==> config.mk <==
export PLATFORM = sky130hd
export DESIGN_NAME = iir_out_decimator
export DESIGN_NICKNAME = d
export VERILOG_FILES = /design/src/rtl/iir_out_decimator.sv
export SDC_FILE = /design/constraint.sdc
export NUM_CORES = 1
export LEC_CHECK = 0
export ABC_AREA = 1
export CAP_MARGIN = 20
export CORE_MARGIN = 5
export CORE_UTILIZATION = 50
export DETAILED_ROUTE_END_ITERATION = 8
export GPL_TIMING_DRIVEN = 0
export PLACE_DENSITY = 0.73
export SYNTH_ARGS = -nofsm -noshare
export SYNTH_HDL_FRONTEND = slang
export SYNTH_SLANG_ARGS = --single-unit
export TNS_END_PERCENT = 30
==> constraint.sdc <==
create_clock -name CLK -period 2.3 [get_ports CLK]
set_input_delay 0.46 -clock CLK [delete_from_list [all_inputs] [get_ports CLK]]
set_output_delay 0.46 -clock CLK [all_outputs]
set_load 0.01 [all_outputs]
==> src/rtl/iir_out_decimator.sv <==
// Output stage for the 8-bit IIR filter.
// Each block of DEC valid input samples becomes one sample. That sample is the block
// average, rounded half up. Results wait in a small FIFO behind a valid/ready handshake,
// so a stalling consumer never stalls the filter. A result that arrives while the FIFO
// is full is dropped, and the sticky ovf flag is set.
//
// Ports:
//   CLK       clock, rising edge
//   RST       asynchronous active-low reset
//   din       signed sample from the filter
//   din_vld   din is valid this cycle
//   dout      signed decimated sample at the FIFO head; 0 while the FIFO is empty
//   dout_vld  FIFO is non-empty
//   dout_rdy  consumer accepts dout this cycle
//   fill      FIFO occupancy, 0..FIFO_DEPTH
//   ovf       sticky flag: a decimated sample was dropped
//   clr_ovf   synchronous clear of ovf; a same-cycle drop wins
module iir_out_decimator #(
  parameter int unsigned DW         = 8,
  parameter int unsigned DEC        = 4,
  parameter int unsigned FIFO_DEPTH = 4
) (
  input  logic                          CLK,
  input  logic                          RST,
  input  logic signed [DW-1:0]          din,
  input  logic                          din_vld,
  output logic signed [DW-1:0]          dout,
  output logic                          dout_vld,
  input  logic                          dout_rdy,
  output logic [$clog2(FIFO_DEPTH):0]   fill,
  output logic                          ovf,
  input  logic                          clr_ovf
);

  localparam int unsigned K    = $clog2(DEC);
  localparam int unsigned AW   = $clog2(FIFO_DEPTH);
  localparam int unsigned AccW = DW + K;

  // Block accumulator
  logic signed [AccW-1:0] acc_q, acc_d, sum, rounded;
  logic [K-1:0]           cnt_q, cnt_d;
  logic                   blk_done;
  logic [DW-1:0]          result;

  always_comb begin
    sum      = acc_q + $signed({{K{din[DW-1]}}, din});
    rounded  = sum + AccW'(DEC / 2);
    // The block sum of DW-bit samples, shifted right by K, always fits in DW bits.
    result   = DW'(rounded >>> K);
    blk_done = din_vld && (cnt_q == K'(DEC - 1));
    acc_d    = acc_q;
    cnt_d    = cnt_q;
    if (din_vld) begin
      if (blk_done) begin
        acc_d = '0;
        cnt_d = '0;
      end else begin
        acc_d = sum;
        cnt_d = cnt_q + K'(1);
      end
    end
  end

  always_ff @(posedge CLK or negedge RST) begin
    if (!RST) begin
      acc_q <= '0;
      cnt_q <= '0;
    end else begin
      acc_q <= acc_d;
      cnt_q <= cnt_d;
    end
  end

  // Output FIFO
  logic [DW-1:0] mem_q [FIFO_DEPTH];
  logic [AW-1:0] wr_ptr_q, wr_ptr_d, rd_ptr_q, rd_ptr_d;
  logic [AW:0]   fill_q, fill_d;
  logic          ovf_q, ovf_d;
  logic          empty, full, pop, push, drop;

  always_comb begin
    empty = (fill_q == '0);
    full  = (fill_q == (AW + 1)'(FIFO_DEPTH));
    pop   = !empty && dout_rdy;
    // When the FIFO is full, a same-cycle pop frees the slot that the push then writes.
    push  = blk_done && (!full || pop);
    drop  = blk_done && full && !pop;

    wr_ptr_d = push ? wr_ptr_q + AW'(1) : wr_ptr_q;
    rd_ptr_d = pop  ? rd_ptr_q + AW'(1) : rd_ptr_q;
    fill_d   = fill_q;
    if (push && !pop) begin
      fill_d = fill_q + (AW + 1)'(1);
    end else if (pop && !push) begin
      fill_d = fill_q - (AW + 1)'(1);
    end

    ovf_d = ovf_q;
    if (clr_ovf) ovf_d = 1'b0;
    if (drop)    ovf_d = 1'b1;
  end

  always_ff @(posedge CLK or negedge RST) begin
    if (!RST) begin
      wr_ptr_q <= '0;
      rd_ptr_q <= '0;
      fill_q   <= '0;
      ovf_q    <= 1'b0;
    end else begin
      wr_ptr_q <= wr_ptr_d;
      rd_ptr_q <= rd_ptr_d;
      fill_q   <= fill_d;
      ovf_q    <= ovf_d;
    end
  end

  // Storage has no reset: an entry is read only after it has been written.
  always_ff @(posedge CLK) begin
    if (push) mem_q[wr_ptr_q] <= result;
  end

  always_comb begin
    dout_vld = !empty;
    dout     = empty ? '0 : mem_q[rd_ptr_q];
    fill     = fill_q;
    ovf      = ovf_q;
  end

endmodule

* Yosys cells after proc, flatten, opt, wreduce, memory -nomap -nowiden
Memories as Yosys holds them, arrays and structs flattened.
Index checks and enable logic that the tools add are counted.
** Storage, ports and cells
- Bits in registers :: 20
- RAM bits :: 32
- Bits of input ports :: 13
- Output and inout bits :: 13
- Memories kept :: 1
** Operators by class
- $add $sub $neg :: 7
- Equal/unequal tests :: 2
- Mux-type cells :: 9
- Reductions and logical operators :: 15
** Memory list
- mem_q :: depth 4, bits a word 8, read ports 1, clocked after memory_dff 0, write ports 1, RTL line 75 : logic [DW-1:0] mem_q [FIFO_DEPTH];
** Operators with widths (number)
- adder 10 x 2 -> 10 bit, second input constant :: 1
- adder 10 x 8 -> 10 bit :: 1
- 2-to-1 mux 10 bit :: 1
- 2-to-1 mux 8 bit :: 1
- logical AND 1 bit :: 7
- adder 2 x 1 -> 2 bit, second input constant :: 3
- 2-to-1 mux 3 bit :: 2
- logical NOT 1 bit :: 4
- 2-to-1 mux 1 bit :: 4
- nonzero test 2 bit :: 2
- adder 3 x 1 -> 3 bit, second input constant :: 1
- == test 3 bit, second input constant :: 1
- logical NOT 3 bit :: 1
- subtractor 3 x 1 -> 3 bit, second input constant :: 1
- == test 2 bit, second input constant :: 1
- 2-to-1 mux 2 bit :: 1
- logical OR 1 bit :: 1

* Longest topological paths before layout
Gate-level depths: netlist of the first run.
- Word-level depth :: 9
- Gate-level depth with buffers :: 14
- Mapped depth without buffers :: 14

* Worst setup path before layout of the first run
OpenSTA, ideal clock, no wires.
- Path type :: input-to-reg
- From :: input din[0]
- To :: memory mem_q[0][5] (data pin)
- Setup time :: 0.268 ns
- Data arrival time :: 1.880 ns
- Required time :: 2.032 ns
- Path slack :: 0.152 ns
- Stages on the path :: 12
- Path buffers :: 0
- Cells stage by stage :: ha_1 -> inv_1 -> fa_1 -> nand2_1 -> nand2_1 -> inv_1 -> ha_1 -> nand3_1 -> nor2_4 -> nand2_2 -> o21bai_1 -> nand2_1
** Between the ends
- Cells in the longest elaborated chain, start to end :: 2
** Ends and longest elaborated chain
- from (decl) :: RTL line 25 : input logic signed [DW-1:0] din,
- adder 10 x 8 -> 10 bit :: RTL line 46 : sum = acc_q + $signed({{K{din[DW-1]}}, din});
- adder 10 x 2 -> 10 bit :: RTL line 47 : rounded = sum + AccW'(DEC / 2);
- via rounded[7] :: RTL line 40 : logic signed [AccW-1:0] acc_q, acc_d, sum, rounded;
- to (decl) :: RTL line 75
The timed path passes the listed nets, and every way through them passes these cells.

* Worst setup path after layout of the first run
- From :: input din_vld
- To :: register fill_q[2] (netlist: fill[2])
** Between the ends
- Cells in the longest elaborated chain, start to end :: 5
- Elaborated cells between the ends (all ways) :: 7
- Those cells by class :: mux: 1; reduce/logical: 6
** Ends and longest elaborated chain
- from (decl) :: RTL line 26 : input logic din_vld,
- logical AND 1 bit (*) :: RTL line 50 : blk_done = din_vld && (cnt_q == K'(DEC - 1));
- logical AND 1 bit (*) :: RTL line 86 : push = blk_done && (!full || pop);
- via push :: RTL line 79 : logic empty, full, pop, push, drop;
- logical NOT 1 bit :: RTL line 94 : end else if (pop && !push) begin
- logical AND 1 bit :: RTL line 94
- nonzero test 2 bit (no line)
- to (signal assigned) :: RTL line 112 : fill_q <= fill_d;
- to (decl) :: RTL line 77 : logic [AW:0] fill_q, fill_d;
The timed path passes the listed nets; every way through them passes the cells marked *.
A chain may end at the register's enable or synchronous reset.

==> run metrics, run 1 <==
IO Port Bufs=25; later-pin clock latency in the skew report=0.31 ns; area grow syn2layout=21.0%; Mean Syn Cell Area=approximately 9 um^2; Main synth FF type=edfxtp_1; Die Area=7400 um^2; Horiz. Die Dim=~86 um; syn nets=354; fin crit period=2.21 ns; pin count of the biggest net entering global routing=21; CP Launch Type=primary input; Yosys top cell area share=33.2%; root buffer cell=clkbuf_8; row cnt=27; PwrDens=1410 nW/um^2; Routed WL=5.97 mm; vias in the first global route=2126; ranking of synthesized cells by area=edfxtp_1 33%, dfrtp_1 17%, nand2_1 7.3%; Post-synth EDFFs=32; P_int=roughly 2.7 mW; area leader, netlist=edfxtp_1; Slew Viols, Final=0; gr ovfl total=0; initial antenna violation count=0; DRC violation total after the first TritonRoute iteration=approximately 110; Period Utilization, post-route=96.2%; IO Count=26; Arr. time, crit path=2.40 ns; Filler Cell Count=473; Worst setup EP type=flop; sequential power share=31.8%; worst slew pin tran=0.980 ns; Mapped Cells=323; routed len/inst=13.8 um; Net Switching=2.19 mW; Post-synth top cells=56 x nand2_1, 47 x nor2_1, 40 x inv_1; yosys warns=0; fmax=0.452 GHz; Fin. Hold Viols=0; synth unique cells=29; Net Sw Frac=44.3%; Hold Path Class=flop to flop; via count=2241; nets=391; status=finished clean; core outline area=~5600 um^2; HPWL Detailed=4.33 mm; Clock Tree Buf Depth=2; Max-cap violations=0; CTS Buf Count=5; Via density=slightly above 5; Final Power=4.93 mW; die height=86.0 um; proportion of layout cells with a drive suffix above 1=18.0%; Leak=1.52 nW; drt drc=0; FFs w/ async S/R, synth=between 30% and 40%; placer congestion estimate=between 0.8 and 0.9; htree depth=2; Diodes inserted=0; Mapped Area=2890 um^2; register bit total from synthesis=52; Req. time, crit path=2.49 ns; GRT Util Overall=16.9%; worst clock skew=0.00428 ns; first-pass iteration count of the detailed router=4; combinational share of power=approximately 58%; most frequent cell after synthesis=nand2_1; fin util=62.7%; final setup vio count=0; CTS tree=done; global-route wire length before repair=9.84 mm; worst relative slew slack=between 30 and 40%; initial core utilization=51.9%; clk sinks=between 50 and 60; Max VDD drop=around 650 uV; Crit Path Max Fanout=5; Routed Antenna Nets=0; CP Class=primary input to flop; Seq/Total Area, Yosys=50.6%; Clk pin slew, worst setup/hold paths=0.10 ns; Clk pwr share=10.6%
-- per-layer routing --
layer | GRT usage, % | wire (um) | vias to the layer above
li1 | - | - | 1129
met3 | 3.17 | 285 | 14
met5 | 0 | 0 | -
met1 | 22.2 | 2630 | 1034
met2 | 27.6 | 2940 | 64
met4 | 6.62 | 117 | 0
-- cells in the final DEF, fill, tap and decap left out, drive strengths merged, types with 3 or more instances in the layout --
cell,n
a21oi,14
buf,7
clkbuf,10
clkdlybuf4s50,15
clkinv,3
dfrtp,20
dlygate4sd2,8
edfxtp,32
ha,16
inv,41
nand2,66
nand3,27
nor2,52
o21ai,26
xor2,7
-- cell families (layout without fill, tap and decap cells) --
family | count (synthesis) | after routing | share of synthesized area, %
muxes | 1 | 1 | 0.390
DFF | 52 | 52 | 50.6
AOI/OAI and AO/OA | 47 | 47 | 8.70
buffers and inverters | 48 | 86 | 6.36
and+or+nand+nor | 148 | 148 | 22.9
xor gates and xnor gates | 9 | 9 | 2.73
adders and majority gates | 18 | 18 | 8.31
-- sequential cells by signal, summed over array words and instances, names as in the netlist --
| signal | cells |
|---|---|
| wr_ptr_q | 2 |
| acc_q | 10 |
| cnt_q | 2 |
| ovf | 1 |
| mem_q | 32 |
| rd_ptr_q | 2 |
| fill | 3 |
-- per-stage QoR --
stage,area (um^2),hold slack (ns),worst slack [ns],cells,setup TNS (ns)
2_1_floorplan,2890,0.164,0.152,323,0
3_3_place_gp,3230,0.460,-0.526,420,-26.11
3_5_place_dp,3230,0.469,-0.579,420,-28.29
4_1_cts,3430,0.492,0.00748,431,0
5_1_grt,3500,0.510,-0.0139,433,-0.0936
6_report,3500,0.488,0.0864,433,0
-- path summary, 6_finish.rpt --
path	from	end	slack [ns]	cells after the start
min in group asynchronous	RST	acc_q[8]	0.69	1
hold / removal	cnt_q[1]	cnt_q[1]	0.49	2
setup / recovery	din_vld	fill[2]	0.09	9
setup reg to reg	acc_q[0]	mem_q[2][5]	0.13	12
max in group asynchronous	RST	acc_q[3]	1.02	1
hold reg to reg	cnt_q[1]	cnt_q[1]	0.49	2
-- final cells by class --
class / instances / area, um^2 / share of cell area (%)
Inverter: 43 / 168 / 4.79
Buffer: 5 / 43.8 / 1.25
Clock buffer: 6 / 72.6 / 2.08
Timing Repair Buffer: 30 / 275 / 7.87
Tap cell: 72 / 90.1 / 2.58
Sequential cell: 52 / 1460 / 41.8
Multi-Input combinational cell: 223 / 1370 / 39.2
Clock inverter: 2 / 16.3 / 0.465
-- power groups by stage --
stage | sequential (mW) | clock (mW) | combinational (mW)
6_report | 1.57 | 0.525 | 2.84
3_3_place_gp | 1.55 | 0 | 2.49
2_1_floorplan | 1.55 | 0 | 1.79
3_5_place_dp | 1.57 | 0 | 2.60
4_1_cts | 1.55 | 0.531 | 2.75
5_1_grt | 1.59 | 0.577 | 3.19
-- critical path, stage by stage --
cell and delay (ns):
clkdlybuf4s50_1 0.54, nand2_2 0.12, a31oi_4 0.23, ha_1 0.19, inv_1 0.06, fa_1 0.38
a21oi_1 0.15, o21ai_0 0.11, xor2_1 0.16
-- what timing repair did --
item / in CTS / in global routing
hold buffers: 0 / 0
buffers inserted: 3 / 2
gates resized for setup: 40 / 15
pin swaps: 15 / 5
endpoints found under the setup margin: 58 / 35
Power figures use the tool's default switching activity.
==> inputs of run 2 (changes only) <==
--- a/config.mk
+++ b/config.mk
@@ -10,6 +10,5 @@
 export CORE_MARGIN = 5
-export CORE_UTILIZATION = 50
+export CORE_UTILIZATION = 30
 export DETAILED_ROUTE_END_ITERATION = 8
 export GPL_TIMING_DRIVEN = 0
-export PLACE_DENSITY = 0.73
 export SYNTH_ARGS = -nofsm -noshare
--- a/constraint.sdc
+++ b/constraint.sdc
@@ -3,2 +3,2 @@
 set_output_delay 0.46 -clock CLK [all_outputs]
-set_load 0.01 [all_outputs]
+set_load 0.05 [all_outputs]
==> run 2 against run 1 <==
  * Critical path depth increased by 1
  * Sequential cell count unchanged
  * Fmax increased by 0.39%
  * Sequential share of layout area decreased by 0.48 points
  * Via count decreased by 4.2%
  * Global-route usage decreased by 6.1 points
  * First-iteration DRC count decreased by 51%
  * Cell count increased by 13%
  * Sequential power about the same
  * Clock skew increased by 0.0023 ns
  * Total power increased by 9.3%
  * Critical endpoint is now mem_q[2][7]
  * Largest cell class unchanged
==> run metrics, run 2 (synthesis gave the netlist of run 1 again) <==
drt drc=0 (unchanged); Critical R2R Capture=mem_q[2][7]; Layout Cells excl Fill=490 (+13%); CP Class=primary input to flop; placed cell areas=3310 um^2 (+2.6%); final setup vio count=0 (unchanged); initial core utilization=31.0% (-21 points); Biggest register=mem_q; clk sinks=52 (unchanged); post-route cell area=3550 um^2 (+1.4%); Leak=1.51 nW (-0.21%); CP max stage delay=0.42 ns (-0.12 ns); initial antenna violation count=0 (unchanged); Diodes inserted=0 (unchanged); area grow syn2layout=22.7%; Routed WL=6.01 mm (+0.77%); Arr. time, crit path=2.26 ns (-0.14 ns); worst slew pin tran=0.699 ns (-0.282 ns); Max VDD drop=497 uV (-23%); fmax=0.454 GHz (+0.39%); global-route wire length before repair=10.2 mm (+3.6%); CTS tree=done; Period Utilization, post-route=95.9% (-0.37 points); Hold Path Class=primary input to flop; root buffer cell=clkbuf_8; fin util=38.0% (-25 points); Post-Place Worst Slack=-0.601 ns (-0.0220 ns); Crit Path Max Fanout=7 (+2); pin count of the biggest net entering global routing=21 (unchanged); HPWL Detailed=4.50 mm (+3.8%); commonest cells after routing, fill and taps aside=49 x nand2_1, 44 x nor2_1, 37 x inv_1, 32 x edfxtp_1, 26 x o21ai_0; IO Count=26 (unchanged); row cnt=35 (+30%); Clk pin slew, worst setup/hold paths=0.10 ns (about the same); CP Launch Type=primary input; Routed Antenna Nets=0 (unchanged); DRC violation total after the first TritonRoute iteration=55 (-51%); Clock Tree Buf Depth=2 (unchanged); CP Cell Sequence=clkdlybuf4s50_1, ha_1, or2_4, nand3_2, nand3b_1, nand2_4, nor2_4, buf_4, nand3_1, nand2_2; Req. time, crit path=2.36 ns (-0.13 ns); proportion of layout cells with a drive suffix above 1=20.5% (+2.5 points); Horiz. Die Dim=108 um (+26%); Filler Cell Count=925 (+96%); setup repair after global routing missed its margin=false; Max-cap violations=0 (unchanged); worst relative slew slack=53.3% (+19 points); Worst R2R Setup Slack=0.14 ns (about the same); Critical R2R Launch=acc_q[0]; placed insts=477 (+14%); nets=391 (unchanged); cts hold-fix bufs=0 (unchanged); Worst setup EP type=flop; Die Area=11700 um^2 (+58%); Worst Setup SP=din[3]; routed len/inst=12.3 um (-11%); Via density=4.38 (-15%); GRT Util Overall=10.8% (-6.1 points); Crit path max-delay family=simple AND/OR/NAND/NOR gates; worst clock skew=0.00659 ns (+0.00231 ns); hold path startpoint=din_vld; gr ovfl total=0 (unchanged); hold path depth=3 (+1); CTS Buf Count=5 (unchanged); WP buf/inv=2 (unchanged); CP Depth=10 (+1); PnR worst setup slack=0.0950 ns (+0.00860 ns); status=finished clean; later-pin clock latency in the skew report=0.31 ns (about the same); die height=108 um (+26%); core outline area=9330 um^2 (+67%); via count=2146 (-4.2%); max reg flops=32 (unchanged); placer congestion estimate=0.819 (about the same); Hold Path End=cnt_q[1]; FF-to-FF path depth=13 (+1); htree depth=2 (unchanged); setup_tns=0 ns (unchanged); Fin. Hold Viols=0 (unchanged); vias in the first global route=2170 (+2.1%); fin crit period=2.21 ns (-0.00860 ns); CP max-delay cell=clkdlybuf4s50_1; IO Port Bufs=25 (unchanged); first-pass iteration count of the detailed router=4 (unchanged); Slew Viols, Final=0 (unchanged); commonest non-fill, non-tap cell in the layout=nand2_1; PwrDens=1520 nW/um^2 (+7.7%)
## run 2: final cells by class
cell class | count | area [um^2] | area share [%]
tap | 129 | 161 | 4.55
clock buffer | 5 | 68.8 | 1.94
clock inverter | 3 | 27.5 | 0.776
multi-input combinational | 223 | 1360 | 38.3
timing repair buffer | 31 | 277 | 7.80
inverter | 43 | 164 | 4.62
sequential | 52 | 1470 | 41.3
buffer | 4 | 23.8 | 0.670
## run 2: how the worst max path moves through the flow
stage / endpoint / slack [ns]
after floorplan: fill[2] / 0.04
after global placement: mem_q[0][7] / -0.54
after detailed placement: mem_q[1][7] / -0.60
after CTS: fill[2] / -0.02
after global routing: mem_q[2][7] / 0.001
final: mem_q[2][7] / 0.09
## run 2: power breakdown
group,total (mW),internal [mW],switching (mW)
Combinational,3.27,1.09,2.18
Clock,0.561,0.224,0.337
Sequential,1.56,1.42,0.138
Total,5.39,2.74,2.65
## run 2: layer usage
| metal | part of all wire [%] | global-route usage, % | up-vias |
|---|---|---|---|
| met5 | 0 | 0 | - |
| met4 | 0.38 | 2.43 | 0 |
| met3 | 3.3 | 2.03 | 2 |
| met2 | 48 | 18.3 | 31 |
| met1 | 49 | 14.5 | 983 |
| li1 | - | - | 1130 |
## run 2: repair_timing
item,in CTS,in global routing
buffers inserted,3,2
resized for setup,68,12
pin swaps,14,0
setup endpoints to repair,66,30
## run 2: per-stage QoR
stage	hold WS [ns]	power (mW)
floorplan	0.164	3.82
global placement	0.462	4.56
detailed placement	0.477	4.65
CTS	0.504	5.37
global route	0.475	5.84
finish	0.467	5.39
## run 2: worst register-to-register path, cell delays in order, from the launching register on
cell	delay (ns)
dfrtp_1	0.37
ha_2	0.20
inv_2	0.05
fa_2	0.39
inv_2	0.09
nand2_4	0.06
nand2_4	0.09
nand3_2	0.08
nand3b_1	0.14
nand2_4	0.09
nor2_4	0.12
nand3_2	0.08
nand2_1	0.08
nand2_2	0.09
